## src/rtl/rxdata_pkg.sv

```systemverilog
// Shared definitions for the hex-over-serial receive path: parser state
// encodings, ASCII constants and the hex-digit decoder.
package rxdata_pkg;

    localparam int unsigned STATE_W    = 3;
    localparam int unsigned DATA_W     = 32;
    localparam int unsigned CNT_W      = 4;
    localparam int unsigned BYTE_W     = 8;
    localparam int unsigned SETUP_W    = 24;
    localparam int unsigned MAX_DIGITS = 8;

    localparam logic [STATE_W-1:0] S_IDLE    = 3'd0;
    localparam logic [STATE_W-1:0] S_ZERO    = 3'd1;
    localparam logic [STATE_W-1:0] S_PREFIX  = 3'd2;
    localparam logic [STATE_W-1:0] S_DIGITS  = 3'd3;
    localparam logic [STATE_W-1:0] S_DISCARD = 3'd4;

    localparam logic [BYTE_W-1:0] ASCII_CR   = 8'h0d;
    localparam logic [BYTE_W-1:0] ASCII_LF   = 8'h0a;
    localparam logic [BYTE_W-1:0] ASCII_0    = 8'h30;
    localparam logic [BYTE_W-1:0] ASCII_X_LO = 8'h78;
    localparam logic [BYTE_W-1:0] ASCII_X_UP = 8'h58;

    // Returns {valid, nibble}; letters map via their low nibble (a/A = 1) plus 9.
    function automatic logic [4:0] hex_decode(input logic [BYTE_W-1:0] c);
        logic [4:0] r;
        r = 5'd0;
        if (c >= 8'h30 && c <= 8'h39)
            r = {1'b1, c[3:0]};
        else if ((c >= 8'h61 && c <= 8'h66) || (c >= 8'h41 && c <= 8'h46))
            r = {1'b1, 4'(c[3:0] + 4'd9)};
        return r;
    endfunction

endpackage

```

## src/rtl/rxdata_rxuart.sv

```systemverilog
// rxuart: 8N1 byte receiver. Samples mid-bit after a half-baud start check
// and pulses o_wr for one cycle when a byte with a valid stop bit arrives.
module rxuart
    import rxdata_pkg::*;
(
    input  logic                i_clk,
    input  logic                i_reset,
    input  logic [SETUP_W-1:0]  i_setup,
    input  logic                i_uart_rx,
    output logic                o_wr,
    output logic [BYTE_W-1:0]   o_data
);

    logic               rx_meta;
    logic               rx_sync;
    logic               busy;
    logic [SETUP_W-1:0] baud_cnt;
    logic [3:0]         bit_cnt;
    logic [BYTE_W-1:0]  sreg;

    // Two-flop synchronizer for the asynchronous serial line.
    always_ff @(posedge i_clk) begin
        if (i_reset) begin
            rx_meta <= 1'b1;
            rx_sync <= 1'b1;
        end else begin
            rx_meta <= i_uart_rx;
            rx_sync <= rx_meta;
        end
    end

    // Bit timing and shift: bit_cnt 0 = start, 1..8 = data, 9 = stop.
    always_ff @(posedge i_clk) begin
        if (i_reset) begin
            busy     <= 1'b0;
            baud_cnt <= '0;
            bit_cnt  <= '0;
            sreg     <= '0;
            o_wr     <= 1'b0;
            o_data   <= '0;
        end else begin
            o_wr <= 1'b0;
            if (!busy) begin
                if (!rx_sync) begin
                    busy     <= 1'b1;
                    baud_cnt <= i_setup >> 1;
                    bit_cnt  <= '0;
                end
            end else if (baud_cnt != '0) begin
                baud_cnt <= baud_cnt - SETUP_W'(1);
            end else begin
                baud_cnt <= i_setup - SETUP_W'(1);
                bit_cnt  <= bit_cnt + 4'd1;
                if (bit_cnt == 4'd0) begin
                    if (rx_sync)
                        busy <= 1'b0;
                end else if (bit_cnt == 4'd9) begin
                    busy <= 1'b0;
                    if (rx_sync) begin
                        o_wr   <= 1'b1;
                        o_data <= sreg;
                    end
                end else begin
                    sreg <= {rx_sync, sreg[BYTE_W-1:1]};
                end
            end
        end
    end

endmodule

```

## src/rtl/rxdata_txuart.sv

```systemverilog
// txuart: 8N1 byte transmitter used for the terminal echo.
// Only built when RXDATA_ECHO_EN is defined.
`ifdef RXDATA_ECHO_EN
module txuart
    import rxdata_pkg::*;
(
    input  logic                i_clk,
    input  logic                i_reset,
    input  logic [SETUP_W-1:0]  i_setup,
    input  logic                i_wr,
    input  logic [BYTE_W-1:0]   i_data,
    output logic                o_busy,
    output logic                o_uart_tx
);

    logic               busy;
    logic [SETUP_W-1:0] baud_cnt;
    logic [3:0]         bit_cnt;
    logic [BYTE_W:0]    sreg;

    assign o_busy = busy;

    // Start bit, eight data bits LSB first, then a stop bit of ones.
    always_ff @(posedge i_clk) begin
        if (i_reset) begin
            busy      <= 1'b0;
            baud_cnt  <= '0;
            bit_cnt   <= '0;
            sreg      <= '1;
            o_uart_tx <= 1'b1;
        end else if (!busy) begin
            if (i_wr) begin
                busy      <= 1'b1;
                o_uart_tx <= 1'b0;
                sreg      <= {1'b1, i_data};
                baud_cnt  <= i_setup - SETUP_W'(1);
                bit_cnt   <= '0;
            end
        end else if (baud_cnt != '0) begin
            baud_cnt <= baud_cnt - SETUP_W'(1);
        end else begin
            baud_cnt <= i_setup - SETUP_W'(1);
            if (bit_cnt == 4'd9) begin
                busy <= 1'b0;
            end else begin
                o_uart_tx <= sreg[0];
                sreg      <= {1'b1, sreg[BYTE_W:1]};
                bit_cnt   <= bit_cnt + 4'd1;
            end
        end
    end

endmodule
`endif

```

## src/rtl/rxdata.sv

```systemverilog
// rxdata: parses ASCII hex lines ("0x%08x\r\n", prefix optional, 1-8 digits,
// CR or LF terminated) from the UART into a 32-bit word with a one-cycle strobe.
// Optional terminal echo on o_uart_tx when RXDATA_ECHO_EN is defined.
module rxdata
    import rxdata_pkg::*;
#(
    parameter int unsigned UART_SETUP = 868
) (
    input  logic        i_clk,
    input  logic        i_reset,
    input  logic        i_uart_rx,
    output logic        o_stb,
    output logic [31:0] o_data,
    output logic        o_err,
    output logic        o_uart_tx
);

    localparam logic [SETUP_W-1:0] SETUP = SETUP_W'(UART_SETUP);

    logic              rx_stb;
    logic [BYTE_W-1:0] rx_data;

    logic [STATE_W-1:0] state, state_nxt;
    logic [DATA_W-1:0]  acc, acc_nxt, data_nxt;
    logic [CNT_W-1:0]   cnt, cnt_nxt;
    logic               stb_nxt, err_nxt;
    logic               is_digit, is_term, is_x;
    logic [3:0]         nib;

    rxuart u_rx (
        .i_clk     (i_clk),
        .i_reset   (i_reset),
        .i_setup   (SETUP),
        .i_uart_rx (i_uart_rx),
        .o_wr      (rx_stb),
        .o_data    (rx_data)
    );

    assign {is_digit, nib} = hex_decode(rx_data);
    assign is_term         = (rx_data == ASCII_CR) || (rx_data == ASCII_LF);
    assign is_x            = (rx_data == ASCII_X_LO) || (rx_data == ASCII_X_UP);

    // Parser state, accumulator and output registers.
    always_ff @(posedge i_clk) begin
        if (i_reset) begin
            state  <= S_IDLE;
            acc    <= '0;
            cnt    <= '0;
            o_stb  <= 1'b0;
            o_err  <= 1'b0;
            o_data <= '0;
        end else begin
            state  <= state_nxt;
            acc    <= acc_nxt;
            cnt    <= cnt_nxt;
            o_stb  <= stb_nxt;
            o_err  <= err_nxt;
            o_data <= data_nxt;
        end
    end

    // Next-state logic: advances only on received bytes.
    always_comb begin
        state_nxt = state;
        acc_nxt   = acc;
        cnt_nxt   = cnt;
        stb_nxt   = 1'b0;
        err_nxt   = 1'b0;
        data_nxt  = o_data;
        if (rx_stb) begin
            case (state)
                S_IDLE: begin
                    if (is_digit) begin
                        acc_nxt   = DATA_W'(nib);
                        cnt_nxt   = CNT_W'(1);
                        state_nxt = (rx_data == ASCII_0) ? S_ZERO : S_DIGITS;
                    end else if (!is_term) begin
                        state_nxt = S_DISCARD;
                        err_nxt   = 1'b1;
                    end
                end
                S_ZERO, S_PREFIX, S_DIGITS: begin
                    if (state == S_ZERO && is_x) begin
                        state_nxt = S_PREFIX;
                        acc_nxt   = '0;
                        cnt_nxt   = '0;
                    end else if (is_digit && cnt < CNT_W'(MAX_DIGITS)) begin
                        state_nxt = S_DIGITS;
                        acc_nxt   = {acc[DATA_W-5:0], nib};
                        cnt_nxt   = cnt + CNT_W'(1);
                    end else if (is_term) begin
                        state_nxt = S_IDLE;
                        acc_nxt   = '0;
                        cnt_nxt   = '0;
                        if (state == S_PREFIX) begin
                            err_nxt  = 1'b1;
                        end else begin
                            stb_nxt  = 1'b1;
                            data_nxt = acc;
                        end
                    end else begin
                        state_nxt = S_DISCARD;
                        err_nxt   = 1'b1;
                    end
                end
                S_DISCARD: begin
                    if (is_term) begin
                        state_nxt = S_IDLE;
                        acc_nxt   = '0;
                        cnt_nxt   = '0;
                    end
                end
                default: begin
                    state_nxt = S_IDLE;
                    acc_nxt   = '0;
                    cnt_nxt   = '0;
                end
            endcase
        end
    end

`ifdef RXDATA_ECHO_EN
    logic              echo_stb;
    logic [BYTE_W-1:0] echo_data;
    logic              tx_busy;

    // Registered echo request; bytes arriving while the transmitter is busy are skipped.
    always_ff @(posedge i_clk) begin
        if (i_reset) begin
            echo_stb  <= 1'b0;
            echo_data <= '0;
        end else begin
            echo_stb  <= rx_stb && !tx_busy;
            echo_data <= rx_data;
        end
    end

    txuart u_tx (
        .i_clk     (i_clk),
        .i_reset   (i_reset),
        .i_setup   (SETUP),
        .i_wr      (echo_stb),
        .i_data    (echo_data),
        .o_busy    (tx_busy),
        .o_uart_tx (o_uart_tx)
    );
`else
    assign o_uart_tx = 1'b1;
`endif

endmodule

```

## config.mk

```make
export PLATFORM = sky130hd
export DESIGN_NAME = rxdata
export DESIGN_NICKNAME = d
export VERILOG_FILES = /design/src/rtl/rxdata_pkg.sv /design/src/rtl/rxdata_rxuart.sv /design/src/rtl/rxdata_txuart.sv /design/src/rtl/rxdata.sv
export SDC_FILE = /design/constraint.sdc
export NUM_CORES = 1
export LEC_CHECK = 0
export ABC_AREA = 1
export CAP_MARGIN = 20
export CELL_PAD_IN_SITES_DETAIL_PLACEMENT = 0
export CELL_PAD_IN_SITES_GLOBAL_PLACEMENT = 1
export CORE_MARGIN = 2
export CORE_UTILIZATION = 40
export CTS_BUF_LIST = sky130_fd_sc_hd__clkbuf_4 sky130_fd_sc_hd__clkbuf_8
export DETAILED_ROUTE_END_ITERATION = 10
export PLACE_DENSITY_LB_ADDON = 0.05
export SYNTH_ARGS = -nofsm -noshare
export SYNTH_HDL_FRONTEND = slang
export SYNTH_SLANG_ARGS = --single-unit
```

## constraint.sdc

```tcl
create_clock -name i_clk -period 1.9 [get_ports i_clk]
set_input_delay 0.285 -clock i_clk [delete_from_list [all_inputs] [get_ports i_clk]]
set_output_delay 0.285 -clock i_clk [all_outputs]
set_load 0.005 [all_outputs]
```

==> metrics.txt <==
num ports 38; drt first pass iters 4; total grt overflow 0; GPL Wtd Cong between 0.8 and 0.9; CTS buffer count 17; WS Path Type register to register; HPWL Detailed 10.2 mm; Worst VDD drop 593 uV; flops & latches, synth 121; share of layout cells above drive strength 1 between 20 and 30%; Worst Setup Start Kind register; crit path DAT approximately 2.3 ns; worst-case clock buffer depth 2; Syn Inst Count 801; die height 123 um; Switching Share 27.2%; Synth area leaders dfxtp_1 43%, nand2_1 11%, a21oi_1 8.4%; routed vias/inst 5.12; Mapped Area 5640 um^2; register share of total power between 40% and 50%; Final Core Density 56.3%; initial antenna violation count 0; CTS tree built; Worst Path Required 2.26 ns; R2R cell count 13; Placed Cells incl. Taps 1025; vias in the first global route 5100; crit end category register; fmax 0.515 GHz; final routed DRC violation total 0; max-slew violation total from the final report 0; cts hold-fix bufs 0; Cell Count, Final, Fillers Out around 1100; CTS root buf clkbuf_8; RSZ-0062 raised after global routing true; Fillers between 1000 and 1500; placed cell area between 6000 and 7000 um^2; Synth top area share 42.9%; register area 2430 um^2; Avg WL per Cell 15.2 um; Cell Int Power 4.49 mW; Leak 3.10 nW; skew final 0.0111 ns; die area 15100 um^2; setup-violating endpoint count in the final report 12; Clk pwr share 42.8%; YS warnings 0; top cell type by total area after synthesis dfxtp_1; sequential area share after synthesis 42.9%; fin nets 912; Starting DRT DRC Count 303; Final min period around 1.9 ns; Core Rows 43; Synth Area per Inst slightly above 7 um^2; max incr delay on CP 0.36 ns; DR vias approximately 5600; fin area 7790 um^2; Hold Fails Final Rpt 0; ys flop type dfxtp_1; Area Growth Syn to Fin 38.0%; Starting Density 40.8%; final hold slack 0.220 ns; largest net degree at the start of global routing 50; first-pass GRT wire length 25.0 mm; EDFF count, synth 0; syn_nets between 800 and 900; Fin Setup TNS -0.115 ns; Switching Power 1.68 mW; Place WS -0.178 ns; Multi-input gate area 3230 um^2; post-synth cell types 39; DRT Wirelength 16.6 mm; worst-skew pair later-pin latency 0.44 ns; Horiz. Die Dim 123 um; share of flip-flops with an asynchronous set or reset 0%; hold path cells 2; max cap viols 0; worst hold-check path type input pin to register; Logic pwr share 14.2%; Power Total 6.17 mW; core area ~14000 um^2; antenna cells 0; H-tree depth 4; CTS sink count 121; Antenna Violating Nets Remaining 0; period utilization 102%; CP Cell Sequence inv_4 > buf_6 > ha_4 > inv_2 > o21ai_2 > nand3_2 > inv_2 > o31ai_4 > nor3_4 > buf_8 > clkbuf_16 > o21ai_2 > a21oi_1; failing checks setup timing; final worst slack -0.0428 ns; status finished, violations left; Port Buffer Count 36; GRT Total Usage 21.2%; Clk pin slew, worst setup/hold paths approximately 0.070 ns; largest fanout on the critical path 8; pwr/cell area 792 nW/um^2; Slowest-stage cell, CP dfxtp_4
-- critical path, delay by kind of cell (launching register included) --
kind	cells	cell delay [ns]
adder cells (fa/ha/maj)	1	0.13
flip-flops	1	0.36
AO/OA/AOI/OAI	4	0.38
buffers and inverters	6	0.71
AND/OR/NAND/NOR	2	0.29
-- synthesized netlist by cell type, drive strengths merged, types with 3 or more instances --
| master | count |
|---|---|
| a211oi | 7 |
| a21oi | 95 |
| buf | 17 |
| clkbuf | 14 |
| dfxtp | 121 |
| ha | 11 |
| inv | 82 |
| nand2 | 174 |
| nand3 | 26 |
| nand4 | 12 |
| nor2 | 120 |
| nor3 | 10 |
| o211ai | 3 |
| o21ai | 82 |
| or2 | 3 |
| xor2 | 7 |
-- placed cells by master, fill, tap and decap left out, drive strengths merged, types with 2 or more instances in the layout --
| master | count |
|---|---|
| a21oi | 95 |
| nor2 | 120 |
| nor3 | 10 |
| nand2 | 174 |
| o211ai | 3 |
| a211oi | 7 |
| clkdlybuf4s50 | 35 |
| or2 | 3 |
| o22ai | 2 |
| clkinvlp | 3 |
| nor4 | 2 |
| buf | 69 |
| nand3 | 26 |
| dfxtp | 121 |
| xnor2 | 2 |
| nand4 | 12 |
| clkinv | 6 |
| clkbuf | 23 |
| o21ai | 82 |
| a31oi | 2 |
| ha | 11 |
| bufinv | 5 |
| xor2 | 7 |
| a22oi | 2 |
| inv | 81 |
-- registers in the layout, summed over array words and instances, names as in the netlist, 3 cells and up --
register	flops
acc	32
o_data	32
u_rx.baud_cnt	24
u_rx.o_data	8
u_rx.sreg	8
cnt	4
u_rx.bit_cnt	4
state	3
-- power groups by stage --
stage          clock, mW  combinational [mW]  sequential (mW)
5_1_grt             2.81               0.987             2.66
3_5_place_dp           0               0.783             2.71
6_report            2.64               0.874             2.65
2_1_floorplan          0               0.571             2.69
4_1_cts             2.71               0.794             2.65
3_3_place_gp           0               0.775             2.71
-- area by class of cell --
class | instances | area share (%)
Tap cell | 180 | 2.89
Clock inverter | 13 | 2.59
Timing Repair Buffer | 109 | 14.5
Sequential cell | 121 | 31.2
Multi-Input combinational cell | 567 | 41.5
Inverter | 82 | 4.18
Clock buffer | 18 | 3.18
-- cell families (layout without fill, tap and decap cells) --
family                     after synthesis  after routing  synth area share [%]
and+or+nand+nor                        347            347                  25.5
AOI/OAI and AO/OA                      199            199                  18.8
DFF                                    121            121                  42.9
buffers and inverters                  113            222                  8.87
adders and majority gates               11             11                  2.44
xor gates and xnor gates                 9              9                  1.40
other                                    1              1                0.0664
-- final timing paths --
path | start | endpoint | slack, ns
worst max register to register | u_rx.o_data[0]$_SDFFE_PP0P_ | o_data[31]$_SDFFE_PP0P_ | -0.04
worst min-delay path | i_reset | u_rx.o_wr$_SDFF_PP0_ | 0.22
worst min register to register | u_rx.rx_meta$_SDFF_PP1_ | u_rx.rx_sync$_SDFF_PP1_ | 0.41
worst max-delay path | u_rx.o_data[0]$_SDFFE_PP0P_ | o_data[31]$_SDFFE_PP0P_ | -0.04
-- layer usage --
layer	wire, um	track usage (%)	vias to the layer above
met4	200	7.04	0
li1	-	-	2810
met2	7950	33.7	93
met3	608	5.02	12
met1	7850	28.3	2669
met5	0	0	-
-- what timing repair did --
action	CTS	global route
setup endpoints to repair	67	100
resized for setup	36	170
setup buffers	14	13
cloned	2	9
pin swaps	8	38
Note: power is estimated with default switching activity, not from simulation.
==> variant, RTL diff (config.mk and constraints unchanged) <==
The option `RXDATA_ECHO_EN` is turned on by a define.
--- a/src/rtl/rxdata_txuart.sv
+++ b/src/rtl/rxdata_txuart.sv
@@ -1,5 +1,7 @@
 // txuart: 8N1 byte transmitter used for the terminal echo.
 // Only built when RXDATA_ECHO_EN is defined.
+`define RXDATA_ECHO_EN
+
 `ifdef RXDATA_ECHO_EN
 module txuart
     import rxdata_pkg::*;
Formal check against the unedited RTL: same outputs for any inputs over 10 cycles, from zero or initial values and one cycle with i_reset high; that may be too few to reach the edited logic, so the function may still have changed.
==> variant against the original RTL <==
  * Critical path depth decreased by 2
  * Worst setup slack improved by 0.12 ns
  * Synthesized area up 37%
  * Die area rose by 36%
  * Power is 17% higher
  * Clock skew increased by 0.0059 ns
  * Fmax rose by 6.6%
  * Sequential cell count rose by 47
  * Design area is 23% higher
  * Wire length grew 20%
  * Utilization decreased by 5.6 points
  * Largest cell class unchanged
  * Largest power group unchanged
==> variant: results (changes against the original RTL) <==
outcome = finished, final reports clean (was complete, but fails checks)
Crit-path slowest cell = dfxtp_2 (was dfxtp_4)
HP Start = i_reset (unchanged)
WHS Endpoint = u_rx.baud_cnt[6]$_SDFFE_PP0P_ (was u_rx.o_wr$_SDFF_PP0_)
top post-synthesis cells by area = dfxtp_1, nand2_1, nor2_1, a21oi_1, o21ai_0 (was dfxtp_1, nand2_1, a21oi_1, nor2_1, o21ai_0)
top cell family by delay on the critical path = compound AO/OA/AOI/OAI gates (was buffers and inverters)
Seq/Total Area, Yosys = 43.5% (was 42.9%)
distinct cell type count after synthesis = 46 (was 39)
fin cells = 1439 (was 1090)
TritonRoute pass-1 iters = 5 (was 4)
clock slew seen by the registers of the worst setup and hold paths = 0.11 ns (was 0.07 ns)
Avg Cell Area, Syn = 7.17 sq um (was 7.05 sq um)
gpl congestion = 0.846 (was 0.863)
final wirelength = 19900 um (was 16600 um)
first-pass GRT wire length = 32700 um (was 25000 um)
DR vias = 7031 (was 5584)
largest net degree at the start of global routing = 83 (was 50)
Initial DRC Count = 395 (was 303)
Lkg Pwr = 3.86 nW (was 3.10 nW)
Clock Latency Late Sink = 0.46 ns (was 0.44 ns)
fill cell count = 1947 (was 1296)
IO Port Bufs = 37 (was 36)
top flop regs = acc x32, o_data x32 (was acc x32, o_data x32, u_rx.baud_cnt x24)
Peak supply drop = 0.000439 V (was 0.000593 V)
Setup Skew = 0.0169 ns (was 0.0111 ns)
r2r endpoint = o_data[29]$_SDFFE_PP0P_ (was o_data[31]$_SDFFE_PP0P_)
Reg2Reg Launch Point = u_rx.o_data[1]$_SDFFE_PP0P_ (was u_rx.o_data[0]$_SDFFE_PP0P_)
DP HPWL = 12900 um (was 10200 um)
setup ws final = 0.0781 ns (was -0.0428 ns)
Total GRT Usage = 19.7% (was 21.2%)
layout cells sized above 1 = 16.2% (was 27.5%)
Post-Place Setup Slack = -0.0490 ns (was -0.178 ns)
Async SR Flop Fraction = 0% (unchanged)
CP Max Fanout = 6 (was 8)
synth cell count leaders = nand2_1, dfxtp_1, nor2_1, a21oi_1, inv_1 (unchanged)
vias in the first global route = 6543 (was 5100)
variant: layer usage:
layer / vias to the layer above / routed length [um] / GRT usage, %
met1: 3229 / 9890 / 26.6
met2: 76 / 9340 / 32.8
met5: - / 0 / 0
met3: 9 / 544 / 3.79
li1: 3717 / - / -
met4: 0 / 159 / 4.33
variant: cell families (layout without fill, tap and decap cells):
group / after synthesis / count (layout) / synth area share, %
flip-flops: 168 / 168 / 43.5
AND/OR/NAND/NOR: 524 / 527 / 29.4
buffers and inverters: 133 / 231 / 7.18
XOR/XNOR: 18 / 18 / 2.04
adder cells (fa/ha/maj): 15 / 15 / 2.43
AO/OA/AOI/OAI: 220 / 220 / 15.4
variant: worst max-delay path by stage:
stage / start / end / depth (start not counted)
floorplan: u_rx.o_data[0]$_SDFFE_PP0P_ / acc[25]$_SDFFE_PP0P_ / 12
global placement: u_rx.o_data[1]$_SDFFE_PP0P_ / o_data[28]$_SDFFE_PP0P_ / 11
detailed placement: u_rx.o_data[1]$_SDFFE_PP0P_ / o_data[31]$_SDFFE_PP0P_ / 11
CTS: u_rx.o_data[0]$_SDFFE_PP0P_ / acc[3]$_SDFFE_PP0P_ / 12
global route: u_rx.baud_cnt[14]$_SDFFE_PP0P_ / u_rx.baud_cnt[6]$_SDFFE_PP0P_ / 10
finish: u_rx.o_data[1]$_SDFFE_PP0P_ / o_data[29]$_SDFFE_PP0P_ / 11
variant: worst min-delay path, stage by stage:
cell	delay, ns
buf_2	0.12
inv_2	0.15
nand2_1	0.11
inv_1	0.03
variant: layout make-up:
cell class | count | area [sq um] | share of cell area [%]
clock buffer | 18 | 248 | 2.60
clock inverter | 14 | 149 | 1.56
inverter | 94 | 375 | 3.93
multi-input combinational | 780 | 4050 | 42.4
sequential | 168 | 3370 | 35.3
tap | 260 | 325 | 3.41
timing repair buffer | 105 | 1030 | 10.8
variant: power by group:
group / switching [mW] / internal (mW)
Clock: 1.49 / 1.13
Combinational: 0.612 / 0.339
Sequential: 0.0557 / 3.58
variant: what timing repair did:
action                     4_1_cts  5_1_grt
pin swaps                        5       20
cloned                           2        4
setup endpoints to repair       55      113
gates resized for setup          9       72
buffers inserted                 2       11
variant: stage by stage:
stage	power [mW]	utilization, %	cell area, sq um	hold slack [ns]	setup TNS, ns
after floorplan	4.37	-	7730	0.389	0
after CTS	7.30	48.6	9150	0.260	0
after global placement	4.66	46.1	8670	0.400	0
after global routing	7.60	50.7	9550	0.293	-0.273
after detailed placement	4.66	46.1	8670	0.394	-0.516
final	7.20	50.7	9550	0.282	0
